<file path="src/rtl/risc_toy_pkg.sv">
// rtl/risc_toy_pkg.sv - opcode/ALU code constants and the decoded issue record for the RISC_TOY issue stage
package risc_toy_pkg;

   localparam logic [4:0] OP_NOP  = 5'd0;
   localparam logic [4:0] OP_ADDI = 5'd1;
   localparam logic [4:0] OP_ANDI = 5'd2;
   localparam logic [4:0] OP_ORI  = 5'd3;
   localparam logic [4:0] OP_MOVI = 5'd4;
   localparam logic [4:0] OP_ADD  = 5'd5;
   localparam logic [4:0] OP_SUB  = 5'd6;
   localparam logic [4:0] OP_NEG  = 5'd7;
   localparam logic [4:0] OP_NOT  = 5'd8;
   localparam logic [4:0] OP_AND  = 5'd9;
   localparam logic [4:0] OP_OR   = 5'd10;
   localparam logic [4:0] OP_XOR  = 5'd11;
   localparam logic [4:0] OP_LSR  = 5'd12;
   localparam logic [4:0] OP_ASR  = 5'd13;
   localparam logic [4:0] OP_SHL  = 5'd14;
   localparam logic [4:0] OP_ROR  = 5'd15;

   localparam logic [3:0] ALU_NOP   = 4'd0;
   localparam logic [3:0] ALU_ADD   = 4'd1;
   localparam logic [3:0] ALU_SUB   = 4'd2;
   localparam logic [3:0] ALU_NEG   = 4'd3;
   localparam logic [3:0] ALU_NOT   = 4'd4;
   localparam logic [3:0] ALU_AND   = 4'd5;
   localparam logic [3:0] ALU_OR    = 4'd6;
   localparam logic [3:0] ALU_XOR   = 4'd7;
   localparam logic [3:0] ALU_LSR   = 4'd8;
   localparam logic [3:0] ALU_ASR   = 4'd9;
   localparam logic [3:0] ALU_SHL   = 4'd10;
   localparam logic [3:0] ALU_ROR   = 4'd11;
   localparam logic [3:0] ALU_PASS2 = 4'd12;

   typedef struct packed {
      logic [3:0]  aluop;
      logic [31:0] src1;
      logic [31:0] src2;
      logic [4:0]  rd;
      logic        we;
      logic        illegal;
   } issue_t;

endpackage

</file>
<file path="src/rtl/alu_issue_stage_if.sv">
// rtl/alu_issue_stage_if.sv - instruction handshake, register-file read and ID/EX output bundle
interface alu_issue_stage_if #(
   parameter int DW = 32,
   parameter int RW = 5
);
   logic          IN_VALID;
   logic          IN_READY;
   logic [DW-1:0] INSTR;
   logic [RW-1:0] RS1_ADDR;
   logic [RW-1:0] RS2_ADDR;
   logic [DW-1:0] RS1_DATA;
   logic [DW-1:0] RS2_DATA;
   logic          EX_STALL;
   logic          FLUSH;
   logic [DW-1:0] ALUOUT_E;
   logic          VALID_E;
   logic [3:0]    ALUOP_E;
   logic [DW-1:0] ALUSRC1;
   logic [DW-1:0] ALUSRC2;
   logic [RW-1:0] RD_E;
   logic          WE_E;
   logic          ILLEGAL_E;

   modport master (
      output IN_VALID, INSTR, RS1_DATA, RS2_DATA, EX_STALL, FLUSH, ALUOUT_E,
      input  IN_READY, RS1_ADDR, RS2_ADDR, VALID_E, ALUOP_E, ALUSRC1, ALUSRC2,
             RD_E, WE_E, ILLEGAL_E
   );

   modport slave (
      input  IN_VALID, INSTR, RS1_DATA, RS2_DATA, EX_STALL, FLUSH, ALUOUT_E,
      output IN_READY, RS1_ADDR, RS2_ADDR, VALID_E, ALUOP_E, ALUSRC1, ALUSRC2,
             RD_E, WE_E, ILLEGAL_E
   );
endinterface

</file>
<file path="src/rtl/alu_issue_decode.sv">
// rtl/alu_issue_decode.sv - combinational opcode decode and operand select into issue_t
module alu_issue_decode
   import risc_toy_pkg::*;
(
   input  logic [31:0] instr,
   input  logic [31:0] rs1_data,
   input  logic [31:0] rs2_data,
   output issue_t      dec
);

   logic [4:0]  op;
   logic [31:0] imm;

   assign op  = instr[31:27];
   assign imm = {{15{instr[16]}}, instr[16:0]};

   always_comb begin
      dec       = '0;
      dec.rd    = instr[26:22];
      dec.we    = 1'b1;
      case (op)
         OP_NOP:  dec.we = 1'b0;
         OP_ADDI: begin dec.aluop = ALU_ADD;   dec.src1 = rs1_data; dec.src2 = imm;      end
         OP_ANDI: begin dec.aluop = ALU_AND;   dec.src1 = rs1_data; dec.src2 = imm;      end
         OP_ORI:  begin dec.aluop = ALU_OR;    dec.src1 = rs1_data; dec.src2 = imm;      end
         OP_MOVI: begin dec.aluop = ALU_PASS2;                      dec.src2 = imm;      end
         OP_ADD:  begin dec.aluop = ALU_ADD;   dec.src1 = rs1_data; dec.src2 = rs2_data; end
         OP_SUB:  begin dec.aluop = ALU_SUB;   dec.src1 = rs1_data; dec.src2 = rs2_data; end
         OP_NEG:  begin dec.aluop = ALU_NEG;                        dec.src2 = rs2_data; end
         OP_NOT:  begin dec.aluop = ALU_NOT;                        dec.src2 = rs2_data; end
         OP_AND:  begin dec.aluop = ALU_AND;   dec.src1 = rs1_data; dec.src2 = rs2_data; end
         OP_OR:   begin dec.aluop = ALU_OR;    dec.src1 = rs1_data; dec.src2 = rs2_data; end
         OP_XOR:  begin dec.aluop = ALU_XOR;   dec.src1 = rs1_data; dec.src2 = rs2_data; end
         OP_LSR:  begin dec.aluop = ALU_LSR;   dec.src1 = rs1_data; dec.src2 = rs2_data; end
         OP_ASR:  begin dec.aluop = ALU_ASR;   dec.src1 = rs1_data; dec.src2 = rs2_data; end
         OP_SHL:  begin dec.aluop = ALU_SHL;   dec.src1 = rs1_data; dec.src2 = rs2_data; end
         OP_ROR:  begin dec.aluop = ALU_ROR;   dec.src1 = rs1_data; dec.src2 = rs2_data; end
         default: begin dec.we = 1'b0; dec.illegal = 1'b1; end
      endcase
   end

endmodule

</file>
<file path="src/rtl/alu_issue_stage.sv">
// rtl/alu_issue_stage.sv - decode/issue stage with one-entry skid buffer in front of the EX ALU
// Optional ALU_ISSUE_FWD_EN: forward ALUOUT_E into register operands at accept time.
module alu_issue_stage
   import risc_toy_pkg::*;
#(
   parameter int DW = 32,
   parameter int RW = 5
) (
   input logic CLK,
   input logic RST,
   alu_issue_stage_if.slave bus
);

   // Bit 0 = ID/EX valid, bit 1 = skid valid, so outputs come straight off flops.
   typedef enum logic [1:0] {
      S_EMPTY = 2'b00,
      S_HOLD  = 2'b01,
      S_FULL  = 2'b11
   } state_t;

   state_t      state, state_n;
   issue_t      idex, idex_n;
   issue_t      skid, skid_n;
   issue_t      dec;
   logic [31:0] op1, op2;
   logic        accept, drain;

   assign bus.RS1_ADDR = bus.INSTR[21:17];
   assign bus.RS2_ADDR = bus.INSTR[16:12];

`ifdef ALU_ISSUE_FWD_EN
   logic fwd_ok;
   assign fwd_ok = state[0] & idex.we & ~bus.EX_STALL;
   assign op1 = (fwd_ok && bus.RS1_ADDR == idex.rd) ? bus.ALUOUT_E : bus.RS1_DATA;
   assign op2 = (fwd_ok && bus.RS2_ADDR == idex.rd) ? bus.ALUOUT_E : bus.RS2_DATA;
`else
   logic unused_aluout;
   assign unused_aluout = ^bus.ALUOUT_E;
   assign op1 = bus.RS1_DATA;
   assign op2 = bus.RS2_DATA;
`endif

   alu_issue_decode u_decode (
      .instr    (bus.INSTR),
      .rs1_data (op1),
      .rs2_data (op2),
      .dec      (dec)
   );

   assign bus.IN_READY = ~state[1];
   assign accept       = bus.IN_VALID & ~state[1];
   assign drain        = state[0] & ~bus.EX_STALL;

   always_comb begin
      state_n = state;
      idex_n  = idex;
      skid_n  = skid;
      case (state)
         S_EMPTY: begin
            if (accept) begin
               state_n = S_HOLD;
               idex_n  = dec;
            end
         end
         S_HOLD: begin
            if (accept && drain) begin
               idex_n = dec;
            end else if (accept) begin
               state_n = S_FULL;
               skid_n  = dec;
            end else if (drain) begin
               state_n = S_EMPTY;
               idex_n  = '0;
            end
         end
         S_FULL: begin
            if (drain) begin
               state_n = S_HOLD;
               idex_n  = skid;
               skid_n  = '0;
            end
         end
         default: begin
            state_n = S_EMPTY;
            idex_n  = '0;
            skid_n  = '0;
         end
      endcase
      if (bus.FLUSH) begin
         state_n = S_EMPTY;
         idex_n  = '0;
         skid_n  = '0;
      end
   end

   always_ff @(posedge CLK) begin
      if (RST) begin
         state <= S_EMPTY;
         idex  <= '0;
         skid  <= '0;
      end else begin
         state <= state_n;
         idex  <= idex_n;
         skid  <= skid_n;
      end
   end

   assign bus.VALID_E   = state[0];
   assign bus.ALUOP_E   = idex.aluop;
   assign bus.ALUSRC1   = idex.src1;
   assign bus.ALUSRC2   = idex.src2;
   assign bus.RD_E      = idex.rd;
   assign bus.WE_E      = idex.we;
   assign bus.ILLEGAL_E = idex.illegal;

endmodule

</file>
<file path="src/flat_wrapper.sv">
// flat-port wrapper written by rule: the top's interface ports become plain ports
module alu_issue_stage_flat import risc_toy_pkg::*;
#(
   parameter int DW = 32,
   parameter int RW = 5
)
  (CLK, RST, bus_IN_VALID, bus_INSTR, bus_RS1_DATA, bus_RS2_DATA, bus_EX_STALL, bus_FLUSH, bus_ALUOUT_E, bus_IN_READY, bus_RS1_ADDR, bus_RS2_ADDR, bus_VALID_E, bus_ALUOP_E, bus_ALUSRC1, bus_ALUSRC2, bus_RD_E, bus_WE_E, bus_ILLEGAL_E);
  alu_issue_stage_if #(.DW(DW), .RW(RW)) bus_i ();
  input logic CLK;
  input logic RST;
  input wire logic [$bits(bus_i.IN_VALID)-1:0] bus_IN_VALID;
  input wire logic [$bits(bus_i.INSTR)-1:0] bus_INSTR;
  input wire logic [$bits(bus_i.RS1_DATA)-1:0] bus_RS1_DATA;
  input wire logic [$bits(bus_i.RS2_DATA)-1:0] bus_RS2_DATA;
  input wire logic [$bits(bus_i.EX_STALL)-1:0] bus_EX_STALL;
  input wire logic [$bits(bus_i.FLUSH)-1:0] bus_FLUSH;
  input wire logic [$bits(bus_i.ALUOUT_E)-1:0] bus_ALUOUT_E;
  output wire logic [$bits(bus_i.IN_READY)-1:0] bus_IN_READY;
  output wire logic [$bits(bus_i.RS1_ADDR)-1:0] bus_RS1_ADDR;
  output wire logic [$bits(bus_i.RS2_ADDR)-1:0] bus_RS2_ADDR;
  output wire logic [$bits(bus_i.VALID_E)-1:0] bus_VALID_E;
  output wire logic [$bits(bus_i.ALUOP_E)-1:0] bus_ALUOP_E;
  output wire logic [$bits(bus_i.ALUSRC1)-1:0] bus_ALUSRC1;
  output wire logic [$bits(bus_i.ALUSRC2)-1:0] bus_ALUSRC2;
  output wire logic [$bits(bus_i.RD_E)-1:0] bus_RD_E;
  output wire logic [$bits(bus_i.WE_E)-1:0] bus_WE_E;
  output wire logic [$bits(bus_i.ILLEGAL_E)-1:0] bus_ILLEGAL_E;
  assign bus_i.IN_VALID = bus_IN_VALID;
  assign bus_i.INSTR = bus_INSTR;
  assign bus_i.RS1_DATA = bus_RS1_DATA;
  assign bus_i.RS2_DATA = bus_RS2_DATA;
  assign bus_i.EX_STALL = bus_EX_STALL;
  assign bus_i.FLUSH = bus_FLUSH;
  assign bus_i.ALUOUT_E = bus_ALUOUT_E;
  assign bus_IN_READY = bus_i.IN_READY;
  assign bus_RS1_ADDR = bus_i.RS1_ADDR;
  assign bus_RS2_ADDR = bus_i.RS2_ADDR;
  assign bus_VALID_E = bus_i.VALID_E;
  assign bus_ALUOP_E = bus_i.ALUOP_E;
  assign bus_ALUSRC1 = bus_i.ALUSRC1;
  assign bus_ALUSRC2 = bus_i.ALUSRC2;
  assign bus_RD_E = bus_i.RD_E;
  assign bus_WE_E = bus_i.WE_E;
  assign bus_ILLEGAL_E = bus_i.ILLEGAL_E;
  alu_issue_stage #(.DW(DW), .RW(RW)) u_core (.CLK(CLK), .RST(RST), .bus(bus_i));
endmodule
</file>
<file path="config.mk">
export PLATFORM = sky130hd
export DESIGN_NAME = alu_issue_stage_flat
export DESIGN_NICKNAME = d
export VERILOG_FILES = /design/src/rtl/risc_toy_pkg.sv /design/src/rtl/alu_issue_stage_if.sv /design/src/rtl/alu_issue_decode.sv /design/src/rtl/alu_issue_stage.sv /design/src/flat_wrapper.sv
export SDC_FILE = /design/constraint.sdc
export NUM_CORES = 1
export LEC_CHECK = 0
export CORE_ASPECT_RATIO = 0.9
export CORE_UTILIZATION = 43
export CTS_CLUSTER_DIAMETER = 100
export DETAILED_ROUTE_END_ITERATION = 8
export GPL_ROUTABILITY_DRIVEN = 0
export PLACE_DENSITY = 0.77
export SLEW_MARGIN = 20
export SYNTH_ARGS = -nofsm -noshare
export SYNTH_HDL_FRONTEND = slang
export SYNTH_HIERARCHICAL = 1
export SYNTH_SLANG_ARGS = --single-unit
</file>
<file path="constraint.sdc">
create_clock -name CLK -period 1.62 [get_ports CLK]
set_input_delay 0.324 -clock CLK [delete_from_list [all_inputs] [get_ports CLK]]
set_output_delay 0.324 -clock CLK [all_outputs]
set_load 0.005 [all_outputs]
</file>
======== Yosys cells after proc, flatten, opt, wreduce, memory -nomap -nowiden ========
Index checks and enable logic that the tools add are counted.
storage, ports and cells
  bits of input ports ..................... 133
  word-level logic and storage cells ...... 76
  output and inout bits ................... 87
  bits in registers ....................... 152
operators by class
  mux-type cells .......................... 19
  eq/ne operators ......................... 24
  bitwise logic cells ..................... 5
  reductions and logical operators ........ 15
operators by type and width
  operator              number
  $mux W75              6
  $pmux W75 S3          2
  $pmux W32 S2          1
  $pmux W4 S12          1
  $eq A5 B4 Y1 const B  8
  $mux W32              1
  $eq A5 B3 Y1 const B  4
  $reduce_or A16 Y1     1
  $reduce_or A15 Y1     1
  $reduce_and A4 Y1     3
  $reduce_or A12 Y1     1
  $reduce_or A11 Y1     1
  $eq A5 B2 Y1 const B  2
  $mux W2               5
  $reduce_or A2 Y1      4
  $ne A2 B1 Y1 const B  3
  $ne A3 B1 Y1 const B  2
  $pmux W2 S3           1
  $eq A5 B1 Y1 const B  1
  $logic_not A5 Y1      1
  $reduce_or A4 Y1      1
  $ne A3 B3 Y1 const B  1
  $not A1 Y1            3
  $and A1 B1 Y1         2
  6 further kinds       7

======== Depth between registers and ports, before layout ========
  depth in word-level cells ............... 6
  depth in mapped cells ................... 9
  gate-level depth less buffers ........... 6

======== Modules after synthesis ========
The synthesis kept the hierarchy.
modules (own cells, without submodules)
  module            cells an instance  sequential area each (sq um)  area each (sq um)  instances
  alu_issue_stage   653                3042.9                        6170.9             1
  alu_issue_decode  112                0.0                           965.9              1

======== Worst setup path before layout ========
OpenSTA, ideal clock, no wires.
  path kind ............................... reg2reg
  start ................................... register u_core.state[1]
  end ..................................... register u_core.idex (netlist bit u_core/bus.ALUOP_E[0])
  setup slack ............................. -0.177 ns
  cell stages (with the launch flop) ...... 10
  buffers on the path ..................... 3
  arrival ................................. 1.727 ns
  required time ........................... 1.550 ns
  cells stage by stage .................... dfxtp_1 > inv_1 > ha_1 > buf_2 > nor2_1 > o2bb2ai_1 > or3_1 > buf_2 > buf_6 > o2bb2ai_1
between the ends
  word-level cells in the longest chain between the ends .. 5
  elaborated cells between the ends (all ways) .. 13
RTL lines
  element                                                             line                    RTL
  start: declaration                                                  alu_issue_stage.sv:21   state_t state, state_n;
  start signal: assignment                                            alu_issue_stage.sv:102  state <= state_n;
  $not A1 Y1 (*)                                                      -
  net bus_IN_READY                                                    flat_wrapper.sv:18      output wire logic [$bits(bus_i.IN_READY)-1:0] bus_IN_READY;
  $and A1 B1 Y1 (*)                                                   alu_issue_stage.sv:51   assign accept = bus.IN_VALID & ~state[1];
  $logic_and A1 B1 Y1                                                 alu_issue_stage.sv:66   if (accept && drain) begin
  $ne A3 B3 Y1 (no source line), or another cell as far along         -
  $reduce_and A4 Y1 (no source line) or $pmux W75 S3 (tied branches)  -
  end signal: assignment                                              alu_issue_stage.sv:103  idex <= idex_n;
  end: declaration                                                    alu_issue_stage.sv:22   issue_t idex, idex_n;
Mark *: on every way through the listed nets, which the timed path passes. The rest lies on a longest branch.
A chain may end at the register's enable or synchronous reset.

======== Worst setup path after layout ========
  start ................................... register u_core.state[1]
  end ..................................... register u_core/skid[44] in the netlist's numbering
between the ends
  word-level cells in the longest chain between the ends .. 5
  elaborated cells between the ends (all ways) .. 12
RTL lines
  element                             line                    RTL
  $not A1 Y1                          alu_issue_stage.sv:51
  $and A1 B1 Y1                       alu_issue_stage.sv:51
  $logic_and A1 B1 Y1                 alu_issue_stage.sv:66
  $ne A2 B2 Y1 (no source line)       -
  $reduce_and A4 Y1 (no source line)  -
  end signal: assignment              alu_issue_stage.sv:104  skid <= skid_n;
  end: declaration                    alu_issue_stage.sv:23   issue_t skid, skid_n;
Several ways; a longest one is shown, not always the timed one.

==> summary.md <==
| Metric | Value |
|---|---|
| First-pass GRT wire length | 39.0 mm |
| Gr ovfl total | 0 |
| Post-route antenna net violation count | 0 |
| Arrival @ worst endpoint | 2.17 ns |
| Synth Warn # | 6 |
| Area of the multi-input gates | 4600 µm² |
| Seq/Total Area, Yosys | 0.426 |
| Ratio of final minimum period to clock period | 1.14 |
| Post-synthesis mux area share | 0 |
| Status | finished, violations left |
| Post-DR wirelength/cell | 26.0 µm |
| Final setup fails | 154 |
| Compound-cell area share of the yosys netlist | 0.339 |
| Vias in the first global route | 7036 |
| Main combinational cell family by area after synthesis | compound AO/OA/AOI/OAI gates |
| Final #Nets | 1116 |
| CTS tree | yes |
| Power Dens Cells | 841 nW/µm² |
| TritonCTS buffer count | 17 |
| Vias/cell | 6.77 |
| Max Cap Violations | 0 |
| Top cell type's share of synthesized area | 0.426 |
| Layout area overhead | 74.4% |
| Skew final | 0.00778 ns |
| Hold Path Depth | 1 |
| Initial DRC count | 1006 |
| Hold crit path type | register to register |
| Largest cells by area after synthesis | dfxtp_1 43%, o2bb2ai_1 9.3%, a22oi_1 8.0% |
| Cells after DPL | 1098 |
| CTS sink count | 152 |
| Cell Area, Placed | 9410 µm² |
| Startpoint types | register |
| Flops & latches, synth | 152 |
| Die height | 124 µm |
| Unrepaired setup endpoints after global routing | yes |
| Core Footprint | 16200 µm² |
| Post-synthesis cell type count | 44 |
| Largest net degree at the start of global routing | 45 |
| Commonest cells after routing, fill and taps aside | 121 x clkdlybuf4s50_1, 118 x dfxtp_1, 75 x nand4_1, 62 x a21oi_1, 52 x buf_4 |
| IO Port Bufs | 177 |
| Xor-xnor portion of the synthesized cell area | 0.00123 |
| Sequential Area | 3090 µm² |
| Worst Setup End Kind | register |
| Clock Latency Late Sink | 0.43 ns |
| Min Hold Slack | 0.454 ns |
| Crit path kind | register to register |
| VDD IR max | 0.000864 V |
| Post-Syn Area | 7140 µm² |
| Worst slew pin tran | 0.736 ns |
| Starting Density | 0.441 |
| Mean post-synth cell area | 9.33 µm² |
| Syn_nets | 902 |
| Failing checks | setup timing |
| Hpwl dp | 13.8 mm |
| Cts hold-fix bufs | 0 |
| Die X | 138 µm |
| Synth Area in Adders | 0.00701 |
| Synth Area in Simple Gates | 0.136 |
| Most common cell after layout, fill and taps aside | clkdlybuf4s50_1 |
| Die area | 17100 µm² |
| # H-tree levels | 4 |
| Final WL | 31.2 mm |
| Peak Freq | 543 MHz |
| GRT Overall Usage | 0.294 |
| Clock tree buffer depth | 2 |
| Register-to-Register Path Depth | 8 |
| Req. time, crit path | 1.95 ns |
| Non-Filler Instances | 1200 |
| Final Slew Violations | 0 |
| Row cnt | 44 |
| Max-slew headroom | 0.509 |
| Worst Path Max Fanout | 15 |
| Clock-pin slew on the worst setup and hold paths | 0.06 ns |
| Hold Vio Cnt, Final | 0 |
| Number of synthesized flops with an enable pin | 0 |
| DR pass1 iterations | 5 |
| Initial antenna violation count | 1 |
| # IOs | 220 |
| Root Driver | clkbuf_16 |
| Leak | 4.93 nW |
| Fillers | 936 |
| R2R setup slack | -0.22 ns |
| Mapped Cells | 765 |
| Ys flop type | dfxtp_1 |
| Layout cell share with drive strength beyond 1 | 0.407 |
| Yosys top cell by area | dfxtp_1 |
| Final min period | 1.84 ns |
| Drt drc | 0 |
| Final worst slack | -0.223 ns |
| Vias | 8122 |
| Async SR Flop Fraction | 0 |
| Fin area | 12400 µm² |
==> cell type report <==
class,count,area share
well taps,207,0.0208
flip-flops and latches,152,0.248
clock buffers,19,0.0364
multi-input cells,493,0.370
diodes,1,0.000201
repair buffers,311,0.313
inverters,4,0.00141
clock inverters,13,0.0104
==> worst max-delay path, cell delays in order, from the launching register on <==
cell       delay (ns)
dfxtp_4          0.36
buf_6            0.12
nand2b_1         0.20
buf_4            0.18
o21ai_4          0.20
buf_12           0.18
clkbuf_16        0.18
nand4_1          0.09
a21oi_1          0.22
==> logic make-up after synthesis <==
family	Yosys count
buffers and inverters	122
adder cells (fa/ha/maj)	4
AND/OR/NAND/NOR	132
AO/OA/AOI/OAI	354
XOR/XNOR	1
flip-flops	152
==> cell usage after synthesis (all sizes together) (2+ instances only) <==
cell	number
dfxtp	152
a21oi	80
o21ai	78
a22oi	76
o2bb2ai	76
nand4	75
buf	65
clkbuf	53
nor4b	32
a21o	17
a22o	16
nor2	6
ha	4
inv	4
nor3	3
nor3b	3
o21a	3
a221oi	2
and2b	2
nand2b	2
o21bai	2
==> stage by stage <==
step           utilization  power, mW  TNS, ns  setup WS, ns
6_report             0.769       10.5   -14.03        -0.223
5_1_grt              0.769       10.7   -19.00        -0.228
4_1_cts              0.681       9.85    -2.93       -0.0733
3_5_place_dp         0.582       5.58   -86.62        -0.794
3_3_place_gp         0.582       5.58   -85.65        -0.787
2_1_floorplan            -       4.78    -1.88       -0.0483
==> power by group <==
| group | total, mW | internal (mW) | switching [mW] |
|---|---|---|---|
| sequential | 3.85 | 3.80 | 0.0518 |
| clock | 3.99 | 2.33 | 1.66 |
| combinational | 2.63 | 1.27 | 1.35 |
==> worst paths after layout <==
check	start	endpoint
min	u_core/bus.ALUSRC1[23]	u_core/bus.ALUSRC1[23]
min reg2reg	u_core/bus.ALUSRC1[23]	u_core/bus.ALUSRC1[23]
max reg2reg	u_core/state[1]	u_core/skid[44]
max	u_core/state[1]	u_core/skid[44]
==> registers in the layout (all words and copies together) (netlist names) <==
name / cells
u_core/bus.ALUSRC1: 32
u_core/bus.ILLEGAL_E: 1
u_core/bus.ALUOP_E: 4
u_core/bus.WE_E: 1
u_core/bus.RD_E: 5
u_core/bus.ALUSRC2: 32
u_core/skid: 75
u_core/state: 2
==> what timing repair did <==
item,in CTS,in global routing
buffers inserted,19,12
cloned,13,27
resized for setup,130,235
setup endpoints to repair,168,203
pin swaps,21,73
==> metal layers <==
layer,vias to the layer above,share of wire,track usage
li1,3439,-,-
met1,3914,0.39,0.408
met2,651,0.45,0.440
met3,118,0.11,0.0658
met4,0,0.041,0.110
met5,-,0,0
Note: power is estimated with default switching activity, not from simulation.
